`src/rtl/fwd_clk_sampler.sv`:
```
// fwd_clk_sampler: samples a forwarded clock (clkin) and its data bus (din)
// in the local clk domain and captures one word per selected clkin edge.
// Ports: clk/reset (async, active-high); clkin/din forwarded inputs;
//   q = last captured word, valid = one-cycle capture strobe,
//   edge_count = captures since reset, lost = forwarded clock absent.
module fwd_clk_sampler #(
  parameter int WIDTH        = 8,
  parameter int SYNC_STAGES  = 2,
  parameter int CAPTURE_EDGE = 0,
  parameter int TIMEOUT      = 64,
  parameter int CNT_WIDTH    = 16
) (
  input  logic                 clk,
  input  logic                 reset,
  input  logic                 clkin,
  input  logic [WIDTH-1:0]     din,
  output logic [WIDTH-1:0]     q,
  output logic                 valid,
  output logic [CNT_WIDTH-1:0] edge_count,
  output logic                 lost
);

  localparam int IW = $clog2(TIMEOUT + 1);
  localparam logic [IW-1:0] IDLE_MAX  = IW'(TIMEOUT);
  localparam logic [IW-1:0] IDLE_TRIP = IW'(TIMEOUT - 1);

  typedef enum logic [1:0] {
    ST_WAIT,
    ST_RUN,
    ST_LOST
  } state_t;

  state_t state, state_nxt;

  logic [SYNC_STAGES-1:0] clk_sync;
  logic [WIDTH-1:0]       din_sync [SYNC_STAGES];
  logic                   prev;
  logic                   last;
  logic                   cap;
  logic [IW-1:0]          idle_cnt;

  // clkin and din run through chains of identical depth so the data word
  // seen at the last stage lines up with the clkin level beside it.
  always_ff @(posedge clk or posedge reset) begin
    if (reset) begin
      clk_sync <= '0;
      prev     <= 1'b0;
      for (int i = 0; i < SYNC_STAGES; i++) din_sync[i] <= '0;
    end else begin
      clk_sync    <= {clk_sync[SYNC_STAGES-2:0], clkin};
      prev        <= clk_sync[SYNC_STAGES-1];
      din_sync[0] <= din;
      for (int i = 1; i < SYNC_STAGES; i++) din_sync[i] <= din_sync[i-1];
    end
  end

  assign last = clk_sync[SYNC_STAGES-1];

  // Only the selected transition counts; the other edge is ignored entirely.
  always_comb begin
    if (CAPTURE_EDGE != 0) cap = last & ~prev;
    else                   cap = ~last & prev;
  end

  always_ff @(posedge clk or posedge reset) begin
    if (reset) begin
      q          <= '0;
      valid      <= 1'b0;
      edge_count <= '0;
    end else begin
      valid <= cap;
      if (cap) begin
        q          <= din_sync[SYNC_STAGES-1];
        edge_count <= edge_count + CNT_WIDTH'(1);
      end
    end
  end

  always_ff @(posedge clk or posedge reset) begin
    if (reset) begin
      idle_cnt <= '0;
    end else if (cap) begin
      idle_cnt <= '0;
    end else if (idle_cnt != IDLE_MAX) begin
      idle_cnt <= idle_cnt + IW'(1);
    end
  end

  always_ff @(posedge clk or posedge reset) begin
    if (reset) state <= ST_WAIT;
    else       state <= state_nxt;
  end

  // A capture edge wins over a timeout landing in the same cycle, so lost
  // drops in the same cycle valid pulses.
  always_comb begin
    state_nxt = state;
    lost      = 1'b0;
    if (cap) begin
      state_nxt = ST_RUN;
    end else if (state != ST_LOST && idle_cnt == IDLE_TRIP) begin
      state_nxt = ST_LOST;
    end
    if (state == ST_LOST) lost = 1'b1;
  end

endmodule

```
`config.mk`:
```
export PLATFORM = sky130hd
export DESIGN_NAME = fwd_clk_sampler
export DESIGN_NICKNAME = d
export VERILOG_FILES = /design/src/rtl/fwd_clk_sampler.sv
export SDC_FILE = /design/constraint.sdc
export NUM_CORES = 1
export LEC_CHECK = 0
export CORE_UTILIZATION = 40
export CTS_CLUSTER_DIAMETER = 120
export DETAILED_ROUTE_END_ITERATION = 10
export GPL_ROUTABILITY_DRIVEN = 0
export PLACE_DENSITY = 0.65
export SLEW_MARGIN = 20
export SYNTH_ARGS = -nofsm -noshare
export SYNTH_HDL_FRONTEND = slang
export SYNTH_SLANG_ARGS = --single-unit
```
`constraint.sdc`:
```
create_clock -name clk -period 2.1 [get_ports clk]
set_input_delay 0.42 -clock clk [delete_from_list [all_inputs] [get_ports clk]]
set_output_delay 0.42 -clock clk [all_outputs]
set_load 0.01 [all_outputs]
```
### Word-level counts from Yosys, hierarchy flattened

Index checks and enable logic that the tools add are counted.
Widths: inputs -> output; s select.

* register bits after elaboration: 53
* bits of input ports: 11
* output and inout port bits: 26

* mux-type cells: 5
* $add $sub $neg: 2
* reductions and logical operators: 3
* equality and inequality tests: 4
* bitwise gates (word level): 2

Operators with widths (count)
* $add 16x1->16 const B: 1
* $mux 7: 2
* $add 7x1->7 const B: 1
* $eq 7x6->1 const B: 1
* $ne 7x7->1 const B: 1
* $mux 2: 2
* $reduce_bool 2->1: 2
* $eq 2x2->1 const B: 1
* $ne 2x2->1 const B: 1
* $and 1x1->1: 1
* $logic_and 1x1->1: 1
* $mux 1: 1
* $not 1->1: 1

### Longest topological paths before layout

Gate-level depths: netlist (run 1).

* word-level depth: 4
* mapped depth: 5

### Worst setup path before layout (run 1)

OpenSTA, ideal clock, no wires.

* kind: register to register
* start: reg idle_cnt[0]
* end: reg state[0]
* arrival: 1171 ps
* buffers on the path: 0
* clock period less this slack: 1289 ps
* stages on the path, launching flop included: 5
* slack: 811 ps
* data required time: 1982 ps
* cell sequence: dfrtp_1 ha_1 nand3_1 or3_1 a21o_1

* word-level cells in the longest chain between the ends: 3

Ends and longest elaborated chain
* start: declaration: RTL line 40 `logic [IW-1:0] idle_cnt;`
* start signal: assignment: RTL line 85 `idle_cnt <= idle_cnt + IW'(1);`
* $eq 7x6->1: RTL line 101 `end else if (state != ST_LOST && idle_cnt == IDLE_TRIP) begin`
* $logic_and 1x1->1: RTL line 101
* $reduce_bool 2->1 (no line)
* end signal: assignment: RTL line 91 `else state <= state_nxt;`
* end: declaration: RTL line 33 `state_t state, state_nxt;`

Every way passes these cells.
A chain may end at the register's enable or synchronous reset.

### Worst setup path in the final report (run 1)

* start: reg edge_count[0]
* end: out edge_count[0]

RTL lines
* start: declaration: RTL line 19 `output logic [CNT_WIDTH-1:0] edge_count,`
* start signal: assignment: RTL line 74 `edge_count <= edge_count + CNT_WIDTH'(1);`

No word-level cell between the ends.

==> results.md, run 1 <==
- Clock skew: 0.01159 ns
- Highest Clock Rate: 567.9 MHz
- Vias post-DR: 1163
- Initial drt markers: 28
- Port Buffer Count: 36
- Die Y: 71.32 um
- Crit path largest cell delay: 0.58 ns
- Clk Latency, worst-skew pair: 0.30 ns
- Drt wl/cell: 13.12 um
- Status: finished, violations left
- Routed wire length: 3.058 mm
- Worst slew pin tran: 0.4983 ns
- Fin crit share: 0.8385
- RSZ-0062 raised after global routing: false
- GRT Util Overall: 0.1403
- Kind of end point of the critical path: output port
- Area post-placement: 2367 um2
- Min cycle time layout: 1.761 ns
- Required @ worst endpoint: 1.68 ns
- Core area: 4474 um2
- Row count: 24
- Max-Cap Viols: 0
- Final WS setup: 0.3391 ns
- IO Pins: 37
- Delay-heaviest family, CP: buffers and inverters
- Final core occ: 0.5559
- Critical Path AT: 1.34 ns
- Clock buffer depth: 2
- Antenna-violating nets left: 0
- Dpl ws: 0.5809 ns
- ANT cells: 0
- Hold WS: 0.3545 ns
- Final setup fails: 0
- Cell count after synthesis: 137
- Layout cells sized above 1: 0.1492
- Final Max Slew Viols: 0
- Post-synth EDFFs: 0
- Post-route cell area: 2487 um2
- Filler cells: 367
- Setup bufs post-CTS: 0
- Buf/Inv on CP: 1
- Synth Area per Inst: 14.03 um2
- Ys async rst share: 1.000
- DP HPWL: 2.139 mm
- Inserted Clock Buffers: 5
- Die area: 5086 um2
- Via density: 4.991
- TNS Setup: 0 ns
- Failing checks: design-rule violations
- Largest net degree at the start of global routing: 38
- Sequential share of the synthesized area: 0.6901
- Crit start category: flip-flop
- Clock sink count: 53
- PostCTS Resize Cnt: 0
- Residual DRC count: 3
- Die width: 71.32 um
- CP max stage cell: clkdlybuf4s50_1
- Clock root buffer master: clkbuf_8
- Peak supply drop: 0.0004305 V
- Syn. warnings: 0
- H-tree Lvls: 2
- Area Overhead vs Synth: 29.43%
- Vias in the first global route: 1225
- Clock transition at path regs: 0.10 ns
- Worst-path cell chain: clkdlybuf4s50_1
- Worst-path fanout max: 6
- Nets: 194
- Top_reg_cell synth: dfrtp_1
- First-pass GRT wire length: 5.388 mm
- Rel. slew slack: 0.6663
- Final hold vios: 0
- CTS tree: built
- Total grt overflow: 0
- Post-CTS Hold Fix Bufs: 0
- Pwr/cell area: 965.8 nW/um2
- Kind of critical path: flip-flop to output port
- Yosys cell types: 27
- Seq cells post-synth: 53
- Synth Net Count: 151
- Post-Syn Area: 1922 um2
- Static Leak: 1.060 nW
- Worst Hold Class: flip-flop to flip-flop
- Detailed Routing Iterations Pass 1: 7
- Initial core utilization: 0.4295
- Initial antenna violation count: 0
[cell families (layout without fill, tap and decap cells)]
logic type	after synthesis	count (layout)	synth area share
and+or+nand+nor	38	38	0.1120
muxes	10	10	0.05794
DFF	53	53	0.6901
adders and majority gates	3	3	0.01953
buffers and inverters	8	52	0.01888
AOI/OAI and AO/OA	7	7	0.01953
xor gates and xnor gates	18	18	0.08204
[flip-flops by register name, summed over array words and instances (netlist names)]
signal	flops
q	8
edge_count	16
state	2
din_sync	16
valid	1
idle_cnt	7
clk_sync	2
prev	1
[final timing paths]
path                                                start                          to  slack, ns  cells past startpoint
worst max-delay path            edge_count[0]$_DFFE_PP0P_               edge_count[0]       0.34                      1
worst min register to register     din_sync[14]$_DFF_PP0_       din_sync[6]$_DFF_PP0_       0.35                      0
max in group asynchronous                           reset     idle_cnt[0]$_DFFE_PP0P_       1.17                      3
worst min-delay path               din_sync[14]$_DFF_PP0_       din_sync[6]$_DFF_PP0_       0.35                      0
min in group asynchronous                           reset  edge_count[12]$_DFFE_PP0P_       0.41                      2
worst max register to register      clk_sync[1]$_DFF_PP0_  edge_count[15]$_DFFE_PP0P_       0.59                      4
[cells in the mapped netlist, types with 2 or more instances]
cell type	number	area [um2]
xor2_1	3	26.28
nor2_1	7	26.28
inv_1	5	18.77
or3_1	2	12.51
xnor2_1	15	131.4
buf_2	2	10.01
a21oi_1	4	20.02
o21ai_0	2	10.01
mux2_2	9	101.4
nand3_1	9	45.04
dfrtp_1	53	1326
ha_1	3	37.54
nand4_1	5	31.28
nand2_1	5	18.77
[metrics by stage]
stage	std cells	power (mW)
after floorplan	137	1.481
after global placement	225	1.697
after detailed placement	225	1.725
after CTS	233	2.436
after global routing	233	2.535
final	233	2.402
[per-layer routing]
layer | vias up | routed length [um] | GRT usage
met3 | 4 | 123 | 0.05626
li1 | 545 | - | -
met4 | 0 | 31 | 0.05556
met1 | 587 | 1236 | 0.1453
met2 | 27 | 1667 | 0.2529
met5 | - | 0 | 0
[power breakdown]
| group | leakage (nW) | switching [mW] | internal (mW) | total, mW |
|---|---|---|---|---|
| logic | 0.344 | 0.174 | 0.259 | 0.434 |
| registers | 0.658 | 0.126 | 1.14 | 1.27 |
| clock network | 0.0574 | 0.313 | 0.387 | 0.701 |
[area by class of cell]
class	count	area [um2]	area share
Timing Repair Buffer	39	395.4	0.1590
Tap cell	52	65.06	0.02616
Inverter	5	18.77	0.007545
Sequential cell	53	1326	0.5332
Multi-Input combinational cell	76	561.8	0.2259
Clock buffer	6	82.58	0.03320
Clock inverter	2	37.54	0.01509
[cell usage in the layout, fill, tap and decap left out]
cell type,synthesis,layout
a21oi_1,4,4
nor2b_2,0,1
mux2i_1,1,1
a21o_1,1,1
nand2_1,5,5
and3_4,1,1
and2_1,1,1
and3_2,1,1
dfrtp_1,53,53
buf_4,1,2
clkbuf_8,0,6
nor2_1,7,7
xor2_1,3,3
nand3b_1,1,1
o21ai_0,2,2
nand4_1,5,5
nor2_2,1,1
nand3_1,9,9
clkinvlp_4,0,1
bufinv_16,0,1
inv_1,5,4
mux2_2,9,9
nand2b_1,1,1
nand4_2,1,1
or3_1,2,2
inv_2,0,1
buf_12,0,1
ha_1,3,3
nor4_1,1,1
clkdlybuf4s50_1,0,36
xnor2_1,15,15
and4_4,1,1
Note: power is estimated with default switching activity, not from simulation.
==> inputs of run 2 (changes only) <==
PLACE_DENSITY = 0.68   (was 0.65)
clock period = 1.5 ns   (was 2.1 ns; I/O delays follow)
==> run 2 against run 1 <==
The run still ends with design-rule violations left; die area did not move; sequential power up 36%; worst setup slack got worse by 0.28 ns; clock power up 5.7%; final area increased by 0.70%; register-to-register slack got worse by 0.47 ns; global-route usage is essentially flat; flip-flop and latch count unchanged; critical path depth unchanged; combinational power increased by 47%.
==> results.md, run 2 (synthesis gave the netlist of run 1 again) <==
- Status: finished, violations left
- Failing checks: design-rule violations
- Initial core utilization: 0.4295 (unchanged)
- Residual DRC count: 3 (unchanged)
- Initial drt markers: 35 (+25%)
- Inst Count DP: 225 (unchanged)
- Kind of critical path: flip-flop to output port
- Fin crit share: 0.9618
- Crit start category: flip-flop
- Worst-path fanout max: 1 (-5)
- Seq pwr share: 0.557 (+0.029)
- H-tree Lvls: 2 (unchanged)
- Final hold vios: 0 (unchanged)
- Buf/Inv on CP: 1 (unchanged)
- Largest net degree at the start of global routing: 54 (+42%)
- Routed wire length: 3.155 mm (+3.2%)
- Internal: 2.273 mW (+27%)
- RSZ-0062 raised after global routing: false
- Worst R2R Path Depth: 4 (unchanged)
- Pwr/cell area: 1243 nW/um2 (+29%)
- Clock transition at path regs: 0.08 ns (-0.02 ns)
- Antenna-violating nets left: 0 (unchanged)
- Top flop regs: din_sync (16), edge_count (16), q (8)
- DP HPWL: 2.167 mm (+1.3%)
- Core area: 4474 um2 (unchanged)
- Worst R2R End: state[0]$_DFFE_PP0P_
- Reg2reg setup slack: 0.12 ns (-0.47 ns)
- Die Y: 71.32 um (unchanged)
- Combinational share of power: 0.205 (+0.024)
- Critical path startpoint: valid$_DFF_PP0_
- Rel. slew slack: 0.8207 (+0.1544)
- Endpoint, Worst Hold: din_sync[4]$_DFF_PP0_
- Hold WS: 0.3533 ns (-0.001174 ns)
- Vias post-DR: 1163 (unchanged)
- Clock root buffer master: clkbuf_8
- GRT Util Overall: 0.1408 (+0.0004787)
- Critical Path AT: 1.14 ns (-0.20 ns)
- Initial antenna violation count: 0 (unchanged)
- Drt wl/cell: 13.09 um (-0.25%)
- Worst slew pin tran: 0.2690 ns (-0.2293 ns)
- Net Switching: 0.8416 mW (+37%)
- Vias in the first global route: 1201 (-2.0%)
- Highest Clock Rate: 693.1 MHz
- Port Buffer Count: 36 (unchanged)
- First-pass GRT wire length: 5.457 mm (+1.3%)
- Clock skew: 0.004380 ns (-0.007205 ns)
- Area Overhead vs Synth: 30.34%
- Commonest non-fill, non-tap cell in the layout: dfrtp_1
- FF/Latch Area: 1329 um2 (+0.19%)
- Peak supply drop: 0.0007880 V (+83%)
- IO Pins: 37 (unchanged)
- Via density: 4.826 (-3.3%)
- Crit path largest cell delay: 0.52 ns (-0.06 ns)
- Nets: 202 (+4.1%)
- Delay-heaviest family, CP: buffers and inverters
- Final Max Slew Viols: 0 (unchanged)
- Static Leak: 1.217 nW (+15%)
- Kind of end point of the critical path: output port
- Final instance count without filler cells: 241 (+3.4%)
- CP max stage cell: clkdlybuf4s50_1
- Inserted Clock Buffers: 5 (unchanged)
- ANT cells: 0 (unchanged)
- Switching share of power: 0.2702 (+0.01475)
- Min cycle time layout: 1.443 ns
- Filler cells: 375 (+2.2%)
- Row count: 24 (unchanged)
- Final core occ: 0.5598 (+0.003915)
- WHS Path Cells: 0 (unchanged)
- Clock buffer depth: 2 (unchanged)
- Worst Hold Launch: din_sync[12]$_DFF_PP0_
- Die width: 71.32 um (unchanged)
- Clock power frac: 0.238 (-0.054)
- Max-Cap Viols: 0 (unchanged)
- Layout cells sized above 1: 0.1799 (+0.03072)
- Final setup fails: 0 (unchanged)
- Die area: 5086 um2 (unchanged)
- Most frequent cells in the layout: dfrtp_1 (51), dlygate4sd2_1 (19), xnor2_1 (15)
- TNS Setup: 0 ns (unchanged)
- Clk Latency, worst-skew pair: 0.30 ns (about the same)
- Clock sink count: 53 (unchanged)
- Multi-input gate area: 561.8 um2 (unchanged)
- Reg2reg start: idle_cnt[0]$_DFFE_PP0P_
- CTS tree: built
- Total grt overflow: 0 (unchanged)
- Worst Hold Class: flip-flop to flip-flop
- Worst-path cell chain: clkdlybuf4s50_1
- Required @ worst endpoint: 1.20 ns (-0.48 ns)
- Detailed Routing Iterations Pass 1: 7 (unchanged)
run 2: changes by cell type in the layout (fill, tap and decap cells not counted), sizes merged:
cell           previous run  this run
clkbuf                    6         8
bufinv                    1         0
dlygate4sd2               0        19
buf                       3        11
dlymetal6s2s              0         6
clkdlybuf4s50            36        11
inv                       5         4
run 2: area by class of cell:
cell class | instances | area share
Inverter | 5 | 0.008991
Sequential cell | 53 | 0.5305
Multi-Input combinational cell | 76 | 0.2243
Tap cell | 52 | 0.02597
Timing Repair Buffer | 47 | 0.1783
Clock buffer | 8 | 0.03197
run 2: worst max path at each step:
| stage | to | slack (ns) | cells after the start |
|---|---|---|---|
| after CTS | q[5] | 0.004 | 1 |
| after detailed placement | state[0]$_DFFE_PP0P_ | 0.13 | 4 |
| after global routing | valid | 0.02 | 1 |
| after floorplan | state[0]$_DFFE_PP0P_ | 0.21 | 4 |
| after global placement | q[3]$_DFFE_PP0P_ | 0.17 | 3 |
| final | valid | 0.06 | 1 |
run 2: timing repair:
| item | 4_1_cts | 5_1_grt |
|---|---|---|
| pin swaps | 0 | 0 |
| hold buffers | 0 | 0 |
| buffers inserted | 8 | 0 |
| endpoints found under the setup margin | 21 | 6 |
| gates resized for setup | 21 | 6 |
run 2: stage by stage:
step | setup WS, ns | instance area (um2) | power (mW)
after floorplan | 0.2110 | 1926 | 2.074
after global placement | 0.1720 | 2371 | 2.377
after detailed placement | 0.1256 | 2371 | 2.430
after CTS | 0.003750 | 2490 | 3.165
after global routing | 0.01624 | 2505 | 3.284
final | 0.05730 | 2505 | 3.114
run 2: metal layers:
metal  share of wire  GRT usage
met5               0          0
met4           0.014    0.05556
met3           0.045    0.03797
met2            0.51     0.2402
met1            0.43     0.1705
run 2: power by group through the flow:
stage	Sequential [mW]	Clock, mW	Combinational, mW
6_report	1.73	0.741	0.640
5_1_grt	1.76	0.828	0.698
4_1_cts	1.74	0.775	0.653
3_5_place_dp	1.80	0	0.625
3_3_place_gp	1.78	0	0.593
2_1_floorplan	1.82	0	0.255
==> inputs of run 3 (changes only) <==
ABC_AREA = 1   (was unset)
MAX_ROUTING_LAYER = met4   (was unset)
PLACE_DENSITY = 0.67   (was 0.68)
==> run 3 against run 2 <==
Sequential power about the same; worst setup slack better by 0.086 ns; clock skew up 0.0046 ns; via count up 28%; non-clock buffer count up 6; core utilization up 0.76 points; first-iteration DRC count up 29%; sequential share of layout area down 5.1 points; final area up 11%; largest power group unchanged; power up 7.8%; the run now ends clean; clock power up 34%.
==> results.md, run 3 <==
- Ys async rst share: 1.000 (unchanged)
- Post-synth top cells: nand2_1 (62), dfrtp_1 (53), inv_1 (25), nor2_1 (18)
- First-pass GRT wire length: 6.292 mm (+15%)
- Switching share of power: 0.2659 (-0.004355)
- Top_reg_cell synth: dfrtp_1
- Core area: 4880 um2 (+9.1%)
- Die width: 74.17 um (+4.0%)
- Via density: 4.464 (-7.5%)
- Clock root buffer master: clkbuf_8
- ANT cells: 0 (unchanged)
- Clock power frac: 0.296 (+0.058)
- Combinational share of power: 0.198 (-0.007)
- Highest Clock Rate: 736.8 MHz (+6.3%)
- Largest net degree at the start of global routing: 28 (-48%)
- Final hold vios: 0 (unchanged)
- Fin crit share: 0.9048 (-0.05702)
- Pwr Total: 3.357 mW (+7.8%)
- Max-Cap Viols: 0 (unchanged)
- Dpl ws: 0.1819 ns (+0.05627 ns)
- Internal: 2.464 mW (+8.4%)
- Post-synth EDFFs: 0 (unchanged)
- Final WS setup: 0.1428 ns (+0.08553 ns)
- Crit start category: flip-flop
- Min cycle time layout: 1.357 ns (-0.08553 ns)
- Synth Net Count: 223 (+48%)
- Met2 wire length: 1.745 mm (+9.2%)
- Wl on met1: 1.687 mm (+23%)
- Rel. slew slack: 0.8018 (-0.01884)
- Clock transition at path regs: 0.09 ns (about the same)
- Status: complete, no violations
- Most frequent cell after synthesis: nand2_1
- Initial core utilization: 0.4269 (-0.002607)
- Required @ worst endpoint: 1.70 ns (+0.50 ns)
- Drt wl/cell: 10.84 um (-17%)
- Worst slew pin tran: 0.2967 ns (+0.02763 ns)
- Residual DRC count: 0 (-3)
- Pwr/cell area: 1212 nW/um2 (-2.5%)
- Max Used Layer: met4
- RSZ-0062 raised after global routing: false
- Most frequent cells in the layout: nand2_1 (62), dfrtp_1 (53), inv_1 (24)
- Total grt overflow: 0 (unchanged)
- Synth top area share: 0.6366 (-0.05347)
- CTS tree: built
- Final Max Slew Viols: 0 (unchanged)
- DP HPWL: 2.500 mm (+15%)
- Row count: 25 (+4.2%)
- Worst-path fanout max: 3 (+2)
- Die Y: 74.17 um (+4.0%)
- Clock skew: 0.009029 ns (+0.004649 ns)
- Inserted Clock Buffers: 5 (unchanged)
- Port Buffer Count: 36 (unchanged)
- Vias in the first global route: 1443 (+20%)
- IO Pins: 37 (unchanged)
- Cell count after synthesis: 209 (+53%)
- Post-Syn Area: 2083 um2 (+8.4%)
- Antenna-violating nets left: 0 (unchanged)
- Routed wire length: 3.622 mm (+15%)
- Net Switching: 0.8926 mW (+6.1%)
- GRT Util Overall: 0.1590 (+0.01820)
- Top flop regs: din_sync (16), edge_count (16), q (8)
- Clk Latency, worst-skew pair: 0.30 ns (about the same)
- Yosys cell types: 21 (-22%)
- Area Overhead vs Synth: 32.91%
- Kind of critical path: flip-flop to flip-flop
- Critical Path AT: 1.55 ns (+0.41 ns)
- Initial antenna violation count: 0 (unchanged)
- Kind of end point of the critical path: flip-flop
- Layout cells sized above 1: 0.1423 (-0.03757)
- Detailed Routing Iterations Pass 1: 4 (-3)
- Reg2reg setup slack: 0.14 ns (+0.02 ns)
- Worst Hold Class: input port to async pin
- Clock sink count: 53 (unchanged)
- Seq pwr share: 0.506 (-0.051)
- Sequential share of the synthesized area: 0.6366 (-0.05347)
- Static Leak: 1.553 nW (+28%)
- Seq cells post-synth: 53 (unchanged)
- Synth Area per Inst: 9.968 um2 (-29%)
- TNS Setup: 0 ns (unchanged)
- Synth area leaders: dfrtp_1 (64%), nand2_1 (11%), inv_1 (4.5%), xor2_1 (4.2%), nor2_1 (3.2%)
- Clock buffer depth: 2 (unchanged)
- H-tree Lvls: 2 (unchanged)
- Met3 wire len: 134 um (-5.0%)
- Commonest non-fill, non-tap cell in the layout: nand2_1
- Syn. warnings: 0 (unchanged)
- Cell accounting for the most synthesized area: dfrtp_1
- Final setup fails: 0 (unchanged)
- Die area: 5500 um2 (+8.2%)
- Nets: 280 (+39%)
- Peak supply drop: 0.0007280 V (-7.6%)
- Vias post-DR: 1491 (+28%)
- Initial drt markers: 45 (+29%)
run 3: changes by cell type after synthesis, sizes merged, moves of 3 or more:
cell / delta
nor2: +15
nand4: -5
mux2: -9
nand3: +3
xnor2: -13
nand2: +60
inv: +21
xor2: +7
run 3: cell type report:
type / instances / area [um2]
Fill cell: 451 / 2111
Sequential cell: 53 / 1326
Multi-Input combinational cell: 127 / 638.1
Timing Repair Buffer: 53 / 499.2
Inverter: 26 / 101.3
Tap cell: 67 / 83.83
Clock buffer: 6 / 82.58
Clock inverter: 2 / 37.54
run 3: repair_timing:
| action | 4_1_cts | 5_1_grt |
|---|---|---|
| setup buffers | 13 | 0 |
| resized for setup | 21 | 5 |
| endpoints found under the setup margin | 26 | 5 |
| hold buffers | 0 | 0 |
| endpoints found under the hold margin | 0 | 0 |
run 3: power groups by stage:
stage,logic (mW),registers (mW),clock network [mW]
floorplan,0.265,1.79,0
global placement,0.585,1.77,0
detailed placement,0.593,1.78,0
CTS,0.687,1.70,1.04
global route,0.758,1.72,1.08
finish,0.665,1.70,0.995
run 3: metrics by stage:
stage | hold WS [ns] | utilization | cells | instance area [um2]
2_1_floorplan | 0.3312 | - | 209 | 2087
3_3_place_gp | 0.3314 | 0.5256 | 313 | 2565
3_5_place_dp | 0.3347 | 0.5256 | 313 | 2565
4_1_cts | 0.2982 | 0.5649 | 334 | 2756
5_1_grt | 0.3084 | 0.5674 | 334 | 2769
6_report | 0.3011 | 0.5674 | 334 | 2769
run 3: routing by layer:
layer  vias to the layer above  track usage
met5                         -            -
met4                         0      0.05769
met3                         7      0.04065
met2                        31       0.2576
met1                       706       0.1917
li1                        747            -
run 3: kinds of logic after synthesis:
family,synth area share
buf+inv,0.05706
compound gates,0.01922
fa+ha+maj,0.01802
xor+xnor,0.05045
flops,0.6366
simple gates,0.2186
run 3: final timing paths:
kind / from / to / depth (start not counted)
min in group clk: din_sync[13]$_DFF_PP0_ / din_sync[5]$_DFF_PP0_ / 0
hold / removal: reset / din_sync[5]$_DFF_PP0_ / 2
setup / recovery: edge_count[0]$_DFFE_PP0P_ / edge_count[14]$_DFFE_PP0P_ / 9
setup reg to reg: edge_count[0]$_DFFE_PP0P_ / edge_count[14]$_DFFE_PP0P_ / 9
max in group asynchronous: reset / din_sync[0]$_DFF_PP0_ / 3
hold reg to reg: din_sync[13]$_DFF_PP0_ / din_sync[5]$_DFF_PP0_ / 0
run 3: critical path, stage by stage, from the launching register on:
cell and delay [ns]:
dfrtp_1 0.36, buf_4 0.12, ha_1 0.17, nand3_2 0.08
nor2_2 0.18, nand2_2 0.11, inv_1 0.09, nand2_1 0.05
nand2_1 0.05, nand2_1 0.04
